### src/rtl/conv_pkg.sv
// -----------------------------------------------------------------------------
// conv_pkg
// Shared definitions for the convolution window MAC and the weight loader
// bench: default geometry, accumulator width derivation, the window FSM state
// encoding and the MSB-first weight slice index helper.
// -----------------------------------------------------------------------------
package conv_pkg;

    localparam int KMAX         = 4;
    localparam int WEIGHT_WIDTH = 8;
    localparam int PIXEL_WIDTH  = 8;
    // One extra bit for the zero-extended pixel, plus growth for KMAX*KMAX terms.
    localparam int ACC_WIDTH    = WEIGHT_WIDTH + PIXEL_WIDTH + 1 + $clog2(KMAX * KMAX);

    typedef enum logic [1:0] {
        EMPTY = 2'd0,
        RUN   = 2'd1,
        DRAIN = 2'd2
    } conv_state_e;

    // Bit index of the most-significant bit of weight idx in a packed kernel
    // where weight 0 occupies the top WEIGHT_WIDTH bits.
    function automatic int weight_msb(input int idx, input int kmax, input int ww);
        return (kmax * kmax * ww) - 1 - (idx * ww);
    endfunction

endpackage

### src/rtl/mac_unit.sv
// -----------------------------------------------------------------------------
// mac_unit
// Signed weight x unsigned pixel multiply-accumulate.
//
// Ports:
//   clk     in   clock, rising edge
//   rst     in   synchronous active-high reset, clears the accumulator
//   clr     in   clear the accumulator on this edge (takes priority over en)
//   en      in   add weight*pixel into the accumulator on this edge
//   weight  in   signed two's-complement weight
//   pixel   in   unsigned pixel, zero-extended before the multiply
//   sum     out  accumulator plus the current product (combinational), so the
//                caller can latch the finished dot product on the last term
// -----------------------------------------------------------------------------
module mac_unit #(
    parameter int WEIGHT_WIDTH = conv_pkg::WEIGHT_WIDTH,
    parameter int PIXEL_WIDTH  = conv_pkg::PIXEL_WIDTH,
    parameter int ACC_WIDTH    = conv_pkg::ACC_WIDTH
) (
    input  logic                           clk,
    input  logic                           rst,
    input  logic                           clr,
    input  logic                           en,
    input  logic signed [WEIGHT_WIDTH-1:0] weight,
    input  logic        [PIXEL_WIDTH-1:0]  pixel,
    output logic signed [ACC_WIDTH-1:0]    sum
);

    localparam int PROD_W = WEIGHT_WIDTH + PIXEL_WIDTH + 1;

    logic signed [PROD_W-1:0]    prod_s;
    logic signed [ACC_WIDTH-1:0] prod_ext_s;
    logic signed [ACC_WIDTH-1:0] acc_r;

    // Signed multiply with the pixel forced non-negative by a leading zero.
    always_comb begin
        prod_s     = weight * $signed({1'b0, pixel});
        prod_ext_s = ACC_WIDTH'(prod_s);
        sum        = acc_r + prod_ext_s;
    end

    // Accumulator register.
    always_ff @(posedge clk) begin
        if (rst) begin
            acc_r <= {ACC_WIDTH{1'b0}};
        end else if (clr) begin
            acc_r <= {ACC_WIDTH{1'b0}};
        end else if (en) begin
            acc_r <= sum;
        end
    end

endmodule

### src/rtl/conv_window_mac.sv
// -----------------------------------------------------------------------------
// conv_window_mac
// Computes one signed dot product per KERNEL_SIZE x KERNEL_SIZE pixel window
// (one MAC per accepted pixel) against a snapshotted kernel and presents it on
// an AXI-Stream master that holds its data under backpressure.
//
// Ports:
//   clk            in   clock, rising edge
//   rst            in   synchronous active-high reset
//   weights_in     in   packed kernel, weight i at [KW-1-i*WEIGHT_WIDTH -: WEIGHT_WIDTH]
//   weights_load   in   one-cycle pulse, weights_in valid
//   s_axis_tdata   in   pixel, row-major window order
//   s_axis_tvalid  in   pixel valid
//   s_axis_tready  out  pixel ready (high only while running a window)
//   s_axis_tlast   in   final-pixel marker, checked against the internal count
//   m_axis_tdata   out  signed window result
//   m_axis_tvalid  out  result valid
//   m_axis_tready  in   downstream accept
//   busy           out  window in progress (count != 0 or result draining)
//   tlast_err      out  sticky flag: tlast disagreed with the window count
//
// Build option CONV_WINDOW_MAC_RELU_EN: negative results are clamped to zero
// as they are latched into m_axis_tdata (the accumulator itself is unclamped).
// -----------------------------------------------------------------------------
module conv_window_mac #(
    parameter  int KERNEL_SIZE  = 4,
    parameter  int KMAX         = conv_pkg::KMAX,
    parameter  int WEIGHT_WIDTH = conv_pkg::WEIGHT_WIDTH,
    parameter  int PIXEL_WIDTH  = conv_pkg::PIXEL_WIDTH,
    localparam int ACC_WIDTH    = WEIGHT_WIDTH + PIXEL_WIDTH + 1 + $clog2(KMAX * KMAX)
) (
    input  logic                                 clk,
    input  logic                                 rst,
    input  logic [KMAX*KMAX*WEIGHT_WIDTH-1:0]    weights_in,
    input  logic                                 weights_load,
    input  logic [PIXEL_WIDTH-1:0]               s_axis_tdata,
    input  logic                                 s_axis_tvalid,
    output logic                                 s_axis_tready,
    input  logic                                 s_axis_tlast,
    output logic signed [ACC_WIDTH-1:0]          m_axis_tdata,
    output logic                                 m_axis_tvalid,
    input  logic                                 m_axis_tready,
    output logic                                 busy,
    output logic                                 tlast_err
);

    import conv_pkg::*;

    localparam int KK    = KERNEL_SIZE * KERNEL_SIZE;
    localparam int KW    = KMAX * KMAX * WEIGHT_WIDTH;
    localparam int CNT_W = $clog2(KMAX * KMAX + 1);
    localparam logic [CNT_W-1:0] LAST_CNT = CNT_W'(KK - 1);

    conv_state_e                 state_r;
    conv_state_e                 state_next_s;
    logic [CNT_W-1:0]            count_r;
    logic [CNT_W-1:0]            count_next_s;
    logic [KW-1:0]               kernel_r;
    logic [KW-1:0]               pending_kernel_r;
    logic [KW-1:0]               kernel_eff_s;
    logic                        kernel_we_s;
    logic                        pending_r;
    logic                        stash_s;
    logic                        apply_now_s;
    logic                        beat_s;
    logic                        last_s;
    logic                        drain_exit_s;
    logic signed [WEIGHT_WIDTH-1:0] weight_s;
    logic signed [ACC_WIDTH-1:0] sum_s;
    logic signed [ACC_WIDTH-1:0] result_s;
    logic signed [ACC_WIDTH-1:0] m_tdata_r;
    logic                        m_tvalid_r;
    logic                        tready_r;
    logic                        busy_r;
    logic                        tlast_err_r;

    assign s_axis_tready = tready_r;
    assign m_axis_tdata  = m_tdata_r;
    assign m_axis_tvalid = m_tvalid_r;
    assign busy          = busy_r;
    assign tlast_err     = tlast_err_r;

    // Handshake and window position decode.
    always_comb begin
        beat_s       = s_axis_tvalid & tready_r;
        last_s       = (count_r == LAST_CNT);
        drain_exit_s = (state_r == DRAIN) & m_tvalid_r & m_axis_tready;
    end

    // Next-state logic and weight-load routing (immediate apply vs. pending).
    always_comb begin
        state_next_s = state_r;
        apply_now_s  = 1'b0;
        stash_s      = 1'b0;
        case (state_r)
            EMPTY: begin
                if (weights_load) begin
                    state_next_s = RUN;
                    apply_now_s  = 1'b1;
                end else begin
                    state_next_s = EMPTY;
                end
            end
            RUN: begin
                // Between windows the new kernel is safe to use at once;
                // mid-window it waits so the window finishes on the old one.
                if (weights_load) begin
                    if (count_r == {CNT_W{1'b0}}) begin
                        apply_now_s = 1'b1;
                    end else begin
                        stash_s = 1'b1;
                    end
                end else begin
                    apply_now_s = 1'b0;
                end
                if (beat_s && last_s) begin
                    state_next_s = DRAIN;
                end else begin
                    state_next_s = RUN;
                end
            end
            DRAIN: begin
                // A pulse landing on the exit edge is the newest kernel, so it
                // is applied directly and supersedes anything pending.
                if (drain_exit_s) begin
                    state_next_s = RUN;
                    apply_now_s  = weights_load;
                end else begin
                    state_next_s = DRAIN;
                    stash_s      = weights_load;
                end
            end
            default: begin
                state_next_s = EMPTY;
            end
        endcase
    end

    // Kernel seen by the MAC this cycle and whether it is committed.
    always_comb begin
        kernel_eff_s = kernel_r;
        kernel_we_s  = 1'b0;
        if (apply_now_s) begin
            kernel_eff_s = weights_in;
            kernel_we_s  = 1'b1;
        end else if (drain_exit_s && pending_r) begin
            kernel_eff_s = pending_kernel_r;
            kernel_we_s  = 1'b1;
        end else begin
            kernel_eff_s = kernel_r;
            kernel_we_s  = 1'b0;
        end
    end

    // Select w[count]; weight 0 is the most-significant slice.
    assign weight_s = WEIGHT_WIDTH'(kernel_eff_s >>
                      (weight_msb(int'(count_r), KMAX, WEIGHT_WIDTH) - (WEIGHT_WIDTH - 1)));

    // Window position counter; wraps only on the K*K-th beat, tlast is ignored.
    always_comb begin
        count_next_s = count_r;
        if (beat_s) begin
            if (last_s) begin
                count_next_s = {CNT_W{1'b0}};
            end else begin
                count_next_s = count_r + CNT_W'(1'b1);
            end
        end else begin
            count_next_s = count_r;
        end
    end

    // Optional rectification of the finished result.
    always_comb begin
        result_s = sum_s;
`ifdef CONV_WINDOW_MAC_RELU_EN
        if (sum_s[ACC_WIDTH-1]) begin
            result_s = {ACC_WIDTH{1'b0}};
        end else begin
            result_s = sum_s;
        end
`else
        result_s = sum_s;
`endif
    end

    mac_unit #(
        .WEIGHT_WIDTH (WEIGHT_WIDTH),
        .PIXEL_WIDTH  (PIXEL_WIDTH),
        .ACC_WIDTH    (ACC_WIDTH)
    ) u_mac (
        .clk    (clk),
        .rst    (rst),
        .clr    (beat_s & last_s),
        .en     (beat_s),
        .weight (weight_s),
        .pixel  (s_axis_tdata),
        .sum    (sum_s)
    );

    // FSM state, counter and status outputs (registered from next-state values).
    always_ff @(posedge clk) begin
        if (rst) begin
            state_r  <= EMPTY;
            count_r  <= {CNT_W{1'b0}};
            tready_r <= 1'b0;
            busy_r   <= 1'b0;
        end else begin
            state_r  <= state_next_s;
            count_r  <= count_next_s;
            tready_r <= (state_next_s == RUN);
            busy_r   <= (count_next_s != {CNT_W{1'b0}}) || (state_next_s == DRAIN);
        end
    end

    // Active and pending kernel registers.
    always_ff @(posedge clk) begin
        if (rst) begin
            kernel_r         <= {KW{1'b0}};
            pending_kernel_r <= {KW{1'b0}};
            pending_r        <= 1'b0;
        end else begin
            if (kernel_we_s) begin
                kernel_r <= kernel_eff_s;
            end
            if (stash_s) begin
                pending_kernel_r <= weights_in;
                pending_r        <= 1'b1;
            end else if (drain_exit_s) begin
                pending_r <= 1'b0;
            end
        end
    end

    // Result register: loaded on the last beat, held until accepted.
    always_ff @(posedge clk) begin
        if (rst) begin
            m_tdata_r  <= {ACC_WIDTH{1'b0}};
            m_tvalid_r <= 1'b0;
        end else if (beat_s && last_s) begin
            m_tdata_r  <= result_s;
            m_tvalid_r <= 1'b1;
        end else if (drain_exit_s) begin
            m_tvalid_r <= 1'b0;
        end
    end

    // Sticky flag for tlast disagreeing with the internal window position.
    always_ff @(posedge clk) begin
        if (rst) begin
            tlast_err_r <= 1'b0;
        end else if (beat_s && (s_axis_tlast != last_s)) begin
            tlast_err_r <= 1'b1;
        end
    end

endmodule

### config.mk
export PLATFORM = sky130hd
export DESIGN_NAME = conv_window_mac
export DESIGN_NICKNAME = d
export VERILOG_FILES = /design/src/rtl/conv_pkg.sv /design/src/rtl/mac_unit.sv /design/src/rtl/conv_window_mac.sv
export SDC_FILE = /design/constraint.sdc
export NUM_CORES = 1
export LEC_CHECK = 0
export BUFFER_PORTS_ARGS = -buffer_cell sky130_fd_sc_hd__buf_4
export CORE_AREA = 2 2 269 218
export CTS_CLUSTER_DIAMETER = 120
export DETAILED_ROUTE_END_ITERATION = 7
export DIE_AREA = 0 0 271 220
export HOLD_SLACK_MARGIN = 0.1
export SLEW_MARGIN = 20
export SYNTH_ARGS = -nofsm -noshare
export SYNTH_HDL_FRONTEND = slang
export SYNTH_HIERARCHICAL = 1
export SYNTH_SLANG_ARGS = --single-unit
export TNS_END_PERCENT = 10
### constraint.sdc
create_clock -name clk -period 14.1 [get_ports clk]
set_input_delay 0.705 -clock clk [delete_from_list [all_inputs] [get_ports clk]]
set_output_delay 0.705 -clock clk [all_outputs]
set_load 0.01 [all_outputs]
**Word level (Yosys, flattened, before mapping)**

Index checks and enable logic that the tools add are counted.

- Register bits: 310
- Input bits: 142
- Output and inout bits: 25
- Logic and storage cells: 59

- $add $sub $neg: 4
- Multiply operators: 1
- Equality and inequality tests: 6
- Shift operators: 1
- Multiplexer cells: 22
- Bitwise gates (word level): 4
- Reductions and logical operators: 10

Operator list:

| kind | number |
|---|---|
| 128-bit 2-to-1 mux | 2 |
| 128-bit by 32-bit right shift with 8-bit output | 1 |
| 21-bit by 17-bit adder with 21-bit output | 1 |
| 8-bit by 9-bit multiplier with 17-bit output | 1 |
| 1-bit 2-to-1 mux | 13 |
| 5-bit 2-to-1 mux | 2 |
| 9-bit by 4-bit subtractor with 10-bit output, second input constant | 1 |
| 7-bit by 8-bit subtractor with 9-bit output, first input constant | 1 |
| 2-bit case mux with 3 select lines | 1 |
| 5-bit by 1-bit adder with 5-bit output, second input constant | 1 |
| 5-bit by 4-bit == test with 1-bit output, second input constant | 1 |
| 5-bit zero test | 1 |
| 5-bit nonzero test | 1 |
| 1-bit AND | 4 |
| 2-bit by 1-bit == test with 1-bit output, second input constant | 2 |
| 2-bit == test, second input constant | 2 |
| 2-bit 2-to-1 mux | 2 |
| 2-bit nonzero test | 2 |
| 1-bit logical AND | 3 |
| 1-bit case mux with 3 select lines | 1 |
| 2-bit zero test | 1 |
| 1-bit case mux with 2 select lines | 1 |
| 2-bit OR reduction | 1 |
| 1-bit logical OR | 1 |
| 1-bit != test | 1 |

**Logic depth before layout (Yosys ltp)**

Gate-level depths: netlist (run 1).

- Word-level depth: 9
- Gate-level depth with buffers: 33
- Depth with buffers taken out: 26

**Modules after synthesis**

The synthesis (run 1) kept the hierarchy.

Modules (own cells, without submodules):

| module | times used | cells an instance | area an instance (µm²) | seq. area each (µm²) |
|---|---|---|---|---|
| conv_window_mac | 1 | 1679 | 13653.1 | 5785.5 |
| mac_unit | 1 | 424 | 3813.7 | 420.4 |

**Worst setup path before layout (run 1)**

Ideal clock, no wire load.

- Path kind: register to register
- Start: register count_r[1]
- End: register u_mac.acc_r[20]
- Library setup time: 116 ps
- Arrival: 7935 ps
- Slack: 6049 ps
- Stages on the path, launching flop included: 27
- Buffers on the path: 4
- Period minus slack after synthesis: 8051 ps
- Path through: dfxtp_1 -> clkbuf_1 -> clkinv_1 -> clkbuf_1 -> clkbuf_1 -> ha_1 -> or4b_4 -> a2111o_1 -> nand2_1 -> buf_2 -> nand2_1 -> a32o_1 -> o32ai_1 -> inv_1 -> fa_1 -> inv_1 -> fa_1 -> fa_1 -> fa_1 -> fa_1 -> ha_1 -> o211ai_1 -> o21ai_2 -> o31ai_4 -> o31ai_4 -> xnor2_1 -> a31o_1

- Cells in the longest elaborated chain, start to end: 8

Ends and longest elaborated chain:

| what | RTL line | source |
|---|---|---|
| start: declaration | conv_window_mac.sv:56 | `logic [CNT_W-1:0] count_r;` |
| start signal: assignment | conv_window_mac.sv:205 | `count_r <= {CNT_W{1'b0}};` |
| start signal: assignment | conv_window_mac.sv:210 | `count_r <= count_next_s;` |
| parallel branches: the longest is 5 deep, another holds 9-bit by 4-bit subtractor with 10-bit output | -- |  |
| 128-bit by 32-bit right shift with 8-bit output (*) | conv_window_mac.sv:156 | `assign weight_s = WEIGHT_WIDTH'(kernel_eff_s >>` |
| net weight_s[7] | conv_window_mac.sv:68 | `logic signed [WEIGHT_WIDTH-1:0] weight_s;` |
| 8-bit by 9-bit multiplier with 17-bit output (*) | mac_unit.sv:37 | `prod_s = weight * $signed({1'b0, pixel});` |
| 21-bit by 17-bit adder with 21-bit output (*) | mac_unit.sv:39 | `sum = acc_r + prod_ext_s;` |
| net result_s[20] | conv_window_mac.sv:70 | `logic signed [ACC_WIDTH-1:0] result_s;` |
| end signal: assignment | mac_unit.sv:45 | `acc_r <= {ACC_WIDTH{1'b0}};` |
| end signal: assignment | mac_unit.sv:47 | `acc_r <= {ACC_WIDTH{1'b0}};` |
| end signal: assignment | mac_unit.sv:49 | `acc_r <= sum;` |
| end: declaration | mac_unit.sv:33 | `logic signed [ACC_WIDTH-1:0] acc_r;` |

Mark *: on every way through the listed nets, which the timed path passes.
A chain may end at the register's enable or synchronous reset.

**Worst setup path in the final report (run 1)**

- Start: register count_r[1]
- End: register m_tdata_r[18] (netlist: m_axis_tdata[18])

- Cells in the longest elaborated chain, start to end: 8

Ends and longest elaborated chain:

| what | RTL line | source |
|---|---|---|
| parallel branches: the longest is 5 deep, another holds 9-bit by 4-bit subtractor with 10-bit output | -- |  |
| 128-bit by 32-bit right shift with 8-bit output (*) | conv_window_mac.sv:156 |  |
| net weight_s[7] | conv_window_mac.sv:68 |  |
| 8-bit by 9-bit multiplier with 17-bit output (*) | mac_unit.sv:37 |  |
| 21-bit by 17-bit adder with 21-bit output (*) | mac_unit.sv:39 |  |
| net result_s[18] | conv_window_mac.sv:70 |  |
| end signal: assignment | conv_window_mac.sv:238 | `m_tdata_r <= {ACC_WIDTH{1'b0}};` |
| end signal: assignment | conv_window_mac.sv:241 | `m_tdata_r <= result_s;` |
| end: declaration | conv_window_mac.sv:71 | `logic signed [ACC_WIDTH-1:0] m_tdata_r;` |

Marks and branches as above.

==> metrics.txt, run 1 <==
status=finished, final reports clean; Max Transition Viols Final=0; Power Density=149.0 mW/mm^2; gr usage total=17.78%; Top FF cell, synth=dfxtp_1; post-synthesis async set-or-reset flop share=0%; hold depth=3; Netlist Area Pre-Place=0.01747 sq mm; HPWL reported at the end of detailed placement=37,780 um; synth warn=6; Yosys top cell area share=35.53%; Clk Latency, worst-skew pair=0.55 ns; first-pass GRT wire length=84,400 um; Crit Path Category=register to register; num rows=79; wire length per cell=18.43 um; footprint of the multi-input gates=0.01035 sq mm; total negative slack=0 ns; Die Width=271 um; Slew headroom=21.76%; clk sinks=a little over 300; commonest non-fill, non-tap cells in the layout=nand2_1, dfxtp_1, a21oi_1; Worst R2R Path Depth=24; Final #Nets=between 2,000 and 2,500; post-layout power=approximately 3.0 mW; CTS max path bufs=3; Synth cell types=61; Final Critical Period=9.881 ns; VDD IR max=0.1417 mV; Critical Path AT=10.34 ns; largest net degree at the start of global routing=106; Iter 0 DRT Violations=1,366; final core utilization=35.53%; Detail Route Antenna Nets=0; Slew @ Worst Pin=1.170 ns; postcts setup bufs=0; max-capacitance violation count=0; RSZ-0062 raised after global routing=no; Synth-to-Final Area Change=16.40%; Fillers=approximately 6,000; antenna violations before repair=3; Die Height=220 um; drt first pass iters=7; Final setup viols=0; DRC viols=0; Root Driver=clkbuf_16; Vias per Instance=5.213; Final period util=between 70% and 80%; fmax=101.2 MHz; WL final=roughly 55,000 um; global route overflow=0; Seq/Total Area, Yosys=between 30 and 40%; WHS=roughly 0.42 ns; CTS tree=done; most common cell after layout, fill and taps aside=nand2_1; io pins=167; clk slew on worst S/H paths=0.06 ns; syn_area_per_cell=a little over 8 sq um; post-synth top area cell=dfxtp_1; Starting Density=30.52%; Post-synth EDFFs=0; die area=0.05962 sq mm; hold_buf cts=0; layout cells sized above 1=12.98%; gpl congestion=0.8672; via count=15,420; clk_skew=0.02139 ns; Synthesized Nets=2,366; critical path peak fanout=105; H-tree lvl count=2; largest cells by area after synthesis=dfxtp_1, mux2i_1, nand2_1; cts repair resizes=0; P_leak=8.175 nW; FF+latch area=0.006213 sq mm; Critical Path RT=~15 ns; number of global-route vias before repair=~15,000; # port buffers=166; CORE AREA=0.05723 sq mm; number of synthesized register bits=310; CTS Buf Count=35; Hold Vio Cnt, Final=0; crit end category=register; min-delay worst type=input pin to register; Startpoint Class=register; Synth Instances=2,103
-- power by group --
part           switching, mW  internal [mW]
combinational          0.714          0.462
clock                  0.381          0.522
sequential            0.0237          0.927
-- worst max-delay path: stages (launching register included) --
cell and delay [ns]:
dfxtp_4 0.93, clkinv_1 0.24, ha_1 0.24, or4b_4 0.20, a2111o_1 0.49, and2_4 0.81
buf_4 0.91, nand3_1 0.14, a32o_1 0.32, o32ai_2 0.84, inv_1 0.31, fa_1 0.62
inv_1 0.06, fa_1 0.48, fa_1 0.60, fa_1 0.44, fa_1 0.46, ha_1 0.40
o211ai_1 0.14, o21ai_2 0.28, a21oi_2 0.12, a31oi_1 0.21, xor2_1 0.21, nand2_1 0.08
a21oi_1 0.13
-- area by class of cell --
| cell class | instances | area share, % |
|---|---|---|
| Multi-Input combinational cell | 1555 | 50.90 |
| Sequential cell | 310 | 30.56 |
| Clock inverter | 6 | 0.4185 |
| Timing Repair Buffer | 185 | 6.880 |
| Inverter | 78 | 1.440 |
| Antenna cell | 1 | 0.01231 |
| Tap cell | 769 | 4.732 |
| Clock buffer | 54 | 5.052 |
-- cell usage after synthesis, types with 11 or more instances --
library cell	count
nand2_1	452
mux2i_1	186
fa_1	51
and2_1	34
o21ai_0	34
a211oi_1	121
buf_2	31
a311oi_1	33
dfxtp_1	310
nor2_1	182
and3_1	20
clkbuf_1	110
ha_1	70
xor2_1	11
a21oi_1	190
a31oi_1	21
inv_1	75
mux2_2	20
nand3_1	23
o32ai_1	11
buf_1	14
xnor2_1	13
-- path summary, 6_finish.rpt --
check	from	end	slack, ns
setup / recovery	count_r[1]$_SDFF_PP0_	m_axis_tdata[18]$_SDFFE_PP0P_	4.22
hold / removal	weights_in[78]	pending_kernel_r[78]$_SDFFE_PP0P_	0.42
setup reg to reg	count_r[1]$_SDFF_PP0_	m_axis_tdata[18]$_SDFFE_PP0P_	4.22
hold reg to reg	pending_kernel_r[6]$_SDFFE_PP0P_	pending_kernel_r[6]$_SDFFE_PP0P_	0.45
-- cells by family (layout without fill, tap and decap cells) --
| logic type | Yosys count | in the layout | share of synthesized area, % |
|---|---|---|---|
| compound gates | 460 | 460 | 17.08 |
| simple gates | 740 | 740 | 17.31 |
| buf+inv | 238 | 323 | 5.552 |
| mux | 210 | 210 | 12.46 |
| fa+ha+maj | 121 | 121 | 10.86 |
| xor+xnor | 24 | 24 | 1.203 |
| other cells | 0 | 1 | 0 |
| flops | 310 | 310 | 35.53 |
-- per-stage QoR --
stage,area [sq um],setup WS [ns],std cells
finish,20330,4.219,2958
global route,20330,3.575,2957
CTS,20290,4.227,2957
detailed placement,19180,4.299,2897
global placement,19180,4.585,2897
floorplan,17470,6.049,2103
-- per-layer routing --
layer  vias to the layer above  share of wire (%)  global-route usage, %
met3                        85                7.0                  3.749
met5                         -              0.046                      0
met1                      7472                 45                  24.30
met2                       477                 45                  27.51
met4                         4                3.1                  6.630
li1                       7383                  -                      -
-- flip-flops by register name, summed over array words and instances (netlist names) --
| register | count |
|---|---|
| s_axis_tready | 1 |
| busy | 1 |
| m_axis_tvalid | 1 |
| state_r | 2 |
| m_axis_tdata | 21 |
| count_r | 5 |
| kernel_r | 128 |
| u_mac/acc_r | 21 |
| pending_kernel_r | 128 |
| tlast_err | 1 |
| pending_r | 1 |
Power figures use the tool's default switching activity.
==> run 2, diff against run 1 <==
==> constraint.sdc (replaced) <==
create_clock -name clk -period 8.2 [get_ports clk]
set_input_delay 0.41 -clock clk [delete_from_list [all_inputs] [get_ports clk]]
set_output_delay 0.41 -clock clk [all_outputs]
set_load 0.01 [all_outputs]
==> run 2 against run 1 <==
Global-route usage rose by 0.68 points. Wire length rose by 3.4%. Die area unchanged. Critical path depth grew 3. Largest cell class unchanged. Sequential power up 72%. Maximum frequency is 28% higher. Power up 80%. Setup slack worse by 3.7 ns. Clock-buffer cell count decreased by 3. Core utilization increased by 1.8 points. Clock power up 94%. Highest routed layer unchanged.
==> metrics.txt, run 2 (synthesis results as in run 1) <==
Die Width=271 um (unchanged); gpl congestion=0.8814 (+1.6%); post-layout power=5.462 mW (+80%); P_leak=8.662 nW (+6.0%); DRC viols=0 (unchanged); via count=15,800 (+2.4%); DP Area=0.01942 sq mm (+1.2%); worst r2r src=state_r[0]$_SDFF_PP0_; Fillers=5,756 (-1.6%); hold wc startpoint=weights_in[79]; status=finished, final reports clean; num rows=79 (unchanged); Power Density=255.7 mW/mm^2 (+72%); Critical Path Source=state_r[0]$_SDFF_PP0_; Clk Latency, worst-skew pair=0.57 ns (+0.02 ns); Root Driver=clkbuf_16; footprint of the multi-input gates=0.01034 sq mm (-0.11%); number of global-route vias before repair=15,400 (+3.9%); io pins=167 (unchanged); Startpoint Class=register; critical path peak fanout=34 (-68%); WL final=56,390 um (+3.4%); diode count=0 (-1); Crit Path Category=register to register; Hold Vio Cnt, Final=0 (unchanged); first-pass GRT wire length=87,970 um (+4.2%); Detail Route Antenna Nets=0 (unchanged); Die Height=220 um (unchanged); Regs by FF count=kernel_r (128), pending_kernel_r (128); Starting Density=30.52% (unchanged); wire length per cell=18.49 um (+0.29%); DP Cell Count=2,922 (+0.86%); Critical Path AT=8.17 ns (-2.17 ns); VDD IR max=0.3334 mV (+140%); Iter 0 DRT Violations=1,458 (+6.7%); postcts setup bufs=0 (unchanged); H-tree lvl count=2 (unchanged); CTS max path bufs=3 (unchanged); WHS=0.1194 ns (-0.2979 ns); HPWL reported at the end of detailed placement=39,310 um (+4.1%); crit end category=register; max-capacitance violation count=0 (unchanged); most common cell after layout, fill and taps aside=nand2_1; clk slew on worst S/H paths=0.06 ns (about the same); CTS tree=done; CORE AREA=0.05723 sq mm (unchanged); Synth-to-Final Area Change=22.31%; commonest non-fill, non-tap cells in the layout=nand2_1, dfxtp_1, buf_4; Critical Path RT=8.66 ns (-5.90 ns); Max Transition Viols Final=0 (unchanged); Final #Nets=2,520 (+3.8%); global route overflow=0 (unchanged); RSZ-0062 raised after global routing=no; CTS Buf Count=37 (+5.7%); Vias per Instance=5.179 (-0.66%); Final setup viols=0 (unchanged); clk_skew=0.02890 ns (+0.007514 ns); Non-Filler Instances=3,050 (+3.1%); fmax=129.6 MHz (+28%); clk sinks=310 (unchanged); Final Critical Period=7.715 ns (-2.166 ns); die area=0.05962 sq mm (unchanged); drt first pass iters=5 (-2); Slew @ Worst Pin=1.046 ns (-0.1238 ns); # port buffers=166 (unchanged); Slew headroom=30.25% (+8.5 points); total negative slack=0 ns (unchanged); FF+latch area=0.006213 sq mm (unchanged); antenna violations before repair=3 (unchanged); post-route cell area=0.02136 sq mm (+5.1%); layout cells sized above 1=13.72% (+0.74 points); gr usage total=18.46% (+0.68 points); min-delay worst type=input pin to register; largest net degree at the start of global routing=122 (+15%); Final period util=94.09% (+24 points)
[run 2: per-layer routing]
metal,GRT usage [%],wire [um],up-vias
met3,3.640,3609,75
met5,0,35,-
li1,-,-,7538
met2,29.32,25570,461
met4,5.599,1309,6
met1,25.25,25870,7716
[run 2: worst max-delay path: stages, from the launching register on]
cell and delay [ns]:
dfxtp_1 0.33, inv_1 0.09, ha_1 0.23, a21boi_0 0.40, a2111o_1 0.23, and2_4 0.44, buf_4 0.30, buf_4 0.26
nand3_1 0.17, a32o_1 0.30, o32ai_1 0.35, buf_4 0.26, nand2_1 0.08, fa_1 0.48, inv_1 0.05, fa_1 0.50
inv_1 0.05, fa_1 0.54, inv_1 0.06, fa_1 0.42, fa_1 0.48, ha_1 0.40, nand4_1 0.15, a311oi_1 0.43
o31ai_1 0.15, xnor2_1 0.23, nand2_1 0.07, a21oi_1 0.14
[run 2: cell type report]
cell class / instances / share of cell area, %
Clock buffer: 51 / 4.960
Clock inverter: 12 / 1.001
Inverter: 78 / 1.370
Multi-Input combinational cell: 1555 / 48.39
Sequential cell: 310 / 29.08
Tap cell: 769 / 4.504
Timing Repair Buffer: 275 / 10.69
[run 2: worst paths after layout]
path                                  endpoint  slack, ns  cells past startpoint
max reg2reg      m_axis_tdata[17]$_SDFFE_PP0P_       0.48                     27
min          pending_kernel_r[79]$_SDFFE_PP0P_       0.12                      3
min reg2reg  pending_kernel_r[33]$_SDFFE_PP0P_       0.45                      2
max              m_axis_tdata[17]$_SDFFE_PP0P_       0.48                     27
[run 2: repair_timing]
item / in CTS / in global routing
endpoints found under the setup margin: 0 / 11
hold endpoints to repair: 65 / 0
hold buffers: 65 / 0
gates resized for setup: 0 / 1
[run 2: power breakdown]
part	switching [mW]	internal (mW)	leakage, nW
registers	0.0338	1.59	2.53
logic	1.25	0.829	5.51
clock network	0.690	1.06	0.623
total	1.98	3.49	8.66
[run 2: per-stage QoR]
step	util, %	setup WS [ns]
after floorplan	-	0.1493
after global placement	33.93	0.5677
after detailed placement	33.93	0.3580
after CTS	37.29	0.3024
after global routing	37.33	0.04352
final	37.33	0.4849
==> run 3, diff against run 2 <==
--- a/config.mk
+++ b/config.mk
@@ -6,10 +6,10 @@
 export NUM_CORES = 1
 export LEC_CHECK = 0
 export BUFFER_PORTS_ARGS = -buffer_cell sky130_fd_sc_hd__buf_4
-export CORE_AREA = 2 2 269 218
+export CORE_AREA = 2 2 253 205
 export CTS_CLUSTER_DIAMETER = 120
 export DETAILED_ROUTE_END_ITERATION = 7
-export DIE_AREA = 0 0 271 220
+export DIE_AREA = 0 0 255 207
 export HOLD_SLACK_MARGIN = 0.1
 export SLEW_MARGIN = 20
 export SYNTH_ARGS = -nofsm -noshare
==> run 3 against run 2 <==
Worst hold slack gained 0.0016 ns. Critical endpoint is now m_axis_tdata[20]$_SDFFE_PP0P_. Sequential power hardly changed. Clock power about the same. Register-to-register slack improved by 0.06 ns. Combinational power barely moved. Via count fell by 2.4%. Wire length down 2.7%. First-iteration DRC count decreased by 17%. Clock skew down 0.0038 ns. Global-route usage increased by 1.9 points. Largest power group unchanged. Sequential share of layout area grew 0.81 points.
==> metrics.txt, run 3 (synthesis results as in run 1) <==
WL final=54,900 um (-2.7%); die area=0.05279 sq mm (-11%); DP Worst Slack=0.6011 ns (+0.2431 ns); # port buffers=166 (unchanged); Switching Share=37.03% (+0.87 points); Fillers=5,000 (-13%); worst r2r src=state_r[0]$_SDFF_PP0_; Power Density=262.3 mW/mm^2 (+2.6%); hold wc startpoint=weights_in[106]; hold_buf cts=25 (-62%); min-delay worst type=input pin to register; Root Driver=clkbuf_16; Detail Route Antenna Nets=0 (unchanged); critical path peak fanout=63 (+85%); most common cell after layout, fill and taps aside=nand2_1; met3 wire len=3948 um (+9.4%); first-pass GRT wire length=85,270 um (-3.1%); Final period util=93.38% (-0.71 points); r2r setup slk=0.54 ns (+0.06 ns); DRC viols=0 (unchanged); hold depth=3 (unchanged); number of global-route vias before repair=15,030 (-2.4%); Slew @ Worst Pin=1.001 ns (-0.04544 ns); clk slew on worst S/H paths=0.06 ns (about the same); clock network power share=31.6% (-0.5 points); Reg-to-Reg End=m_axis_tdata[20]$_SDFFE_PP0P_; Net Sw Power=2.018 mW (+2.2%); Starting Density=34.61% (+4.1 points); postcts setup bufs=0 (unchanged); global route overflow=0 (unchanged); RSZ-0062 raised after global routing=no; io pins=167 (unchanged); Critical Path RT=8.67 ns (about the same); antenna violations before repair=4 (+1); wire length per cell=18.78 um (+1.6%); total negative slack=0 ns (unchanged); Regs by FF count=kernel_r (128), pending_kernel_r (128); Critical Path AT=8.12 ns (-0.05 ns); fmax=130.6 MHz (+0.76%); clk sinks=310 (unchanged); setup ws final=0.5429 ns (+0.05791 ns); VDD IR max=0.2792 mV (-16%); Comb power frac=38.6% (+0.5 points); Synth-to-Final Area Change=18.96%; largest net degree at the start of global routing=118 (-3.3%); gpl congestion=0.8537 (-3.1%); drt first pass iters=5 (unchanged); Int Power=3.431 mW (-1.6%); CTS tree=done; Slew headroom=33.28% (+3.0 points); gr usage total=20.31% (+1.9 points); DR WL met2=24,580 um (-3.9%); Hold Vio Cnt, Final=0 (unchanged); Startpoint Class=register; Die Height=207 um (-5.9%); WHS=0.1210 ns (+0.001585 ns); via count=15,420 (-2.4%); Worst R2R Path Depth=25 (-7.4%); Die Width=255 um (-5.9%); H-tree lvl count=2 (unchanged); Final Critical Period=7.657 ns (-0.05791 ns); commonest non-fill, non-tap cells in the layout=nand2_1, dfxtp_1, buf_4; Top Layer Used=met5; Worst Hold Path EP=pending_kernel_r[106]$_SDFFE_PP0P_; Clk Latency, worst-skew pair=0.56 ns (about the same); CTS Buf Count=37 (unchanged); P_leak=8.454 nW (-2.4%); Crit Path Category=register to register; status=finished, final reports clean; Iter 0 DRT Violations=1,210 (-17%); max-capacitance violation count=0 (unchanged); wl on met1=24,800 um (-4.1%); HPWL reported at the end of detailed placement=37,650 um (-4.2%); clk_skew=0.02515 ns (-0.003751 ns); Seq pwr share=29.8% (about the same); cts repair resizes=0 (unchanged); crit end category=register; layout cells sized above 1=13.60% (-0.13 points); Critical Path Source=state_r[0]$_SDFF_PP0_; CTS max path bufs=3 (unchanged); Max Transition Viols Final=0 (unchanged); Final #Nets=2,472 (-1.9%); num rows=74 (-6.3%); Vias per Instance=5.276 (+1.9%); Final setup viols=0 (unchanged); CORE AREA=0.05046 sq mm (-12%)
run 3: layout make-up:
cell class | count | area (sq um) | share of cell area (%)
repair buffers | 227 | 1836 | 8.834
multi-input cells | 1555 | 10310 | 49.64
diodes | 3 | 7.507 | 0.03613
clock inverters | 9 | 150.1 | 0.7226
well taps | 684 | 855.8 | 4.119
inverters | 78 | 292.8 | 1.409
flip-flops and latches | 310 | 6211 | 29.89
clock buffers | 57 | 1112 | 5.353
run 3: stage by stage:
stage	cell area (sq um)	utilization (%)	instances	total power, mW
2_1_floorplan	17470	-	2103	3.116
3_3_place_gp	19260	38.17	2829	3.668
3_5_place_dp	19260	38.17	2829	3.722
4_1_cts	20770	41.16	2920	5.476
5_1_grt	20770	41.16	2920	5.792
6_report	20780	41.18	2923	5.450
run 3: how the worst max path moves through the flow:
stage	end	slack [ns]	cells after the start
floorplan	u_mac/acc_r[20]$_SDFFE_PP0P_	0.15	26
global placement	m_axis_tdata[20]$_SDFFE_PP0P_	0.72	29
detailed placement	m_axis_tdata[20]$_SDFFE_PP0P_	0.60	26
CTS	m_axis_tdata[20]$_SDFFE_PP0P_	0.60	26
global route	m_axis_tdata[18]$_SDFFE_PP0P_	0.17	26
finish	m_axis_tdata[20]$_SDFFE_PP0P_	0.54	25
run 3: worst max-delay path, cell delays in order (launching register included):
cell and delay [ns]:
dfxtp_1 0.33, inv_1 0.08, ha_1 0.23, a21boi_0 0.36, a2111o_1 0.22, buf_4 0.22, and2_4 0.32, buf_12 0.29
nand3_1 0.13, a32o_1 0.30, o32ai_2 0.59, inv_1 0.29, fa_1 0.58, inv_1 0.05, fa_1 0.48, fa_1 0.57
fa_1 0.43, fa_1 0.45, ha_1 0.38, o211ai_1 0.26, o21ai_2 0.14, o31ai_4 0.34, o31ai_4 0.09, xnor2_1 0.22
nand2_1 0.08, a21oi_1 0.14
run 3: per-layer routing:
metal	up-vias	global-route usage, %
li1	7462	-
met1	7411	28.00
met2	463	31.40
met3	83	4.499
met4	2	6.554
met5	-	0
run 3: power groups by stage:
stage | clock network, mW | logic (mW) | registers, mW
2_1_floorplan | 0 | 1.47 | 1.65
3_3_place_gp | 0 | 2.02 | 1.65
3_5_place_dp | 0 | 2.07 | 1.66
4_1_cts | 1.76 | 2.09 | 1.62
5_1_grt | 1.82 | 2.34 | 1.63
6_report | 1.72 | 2.10 | 1.62
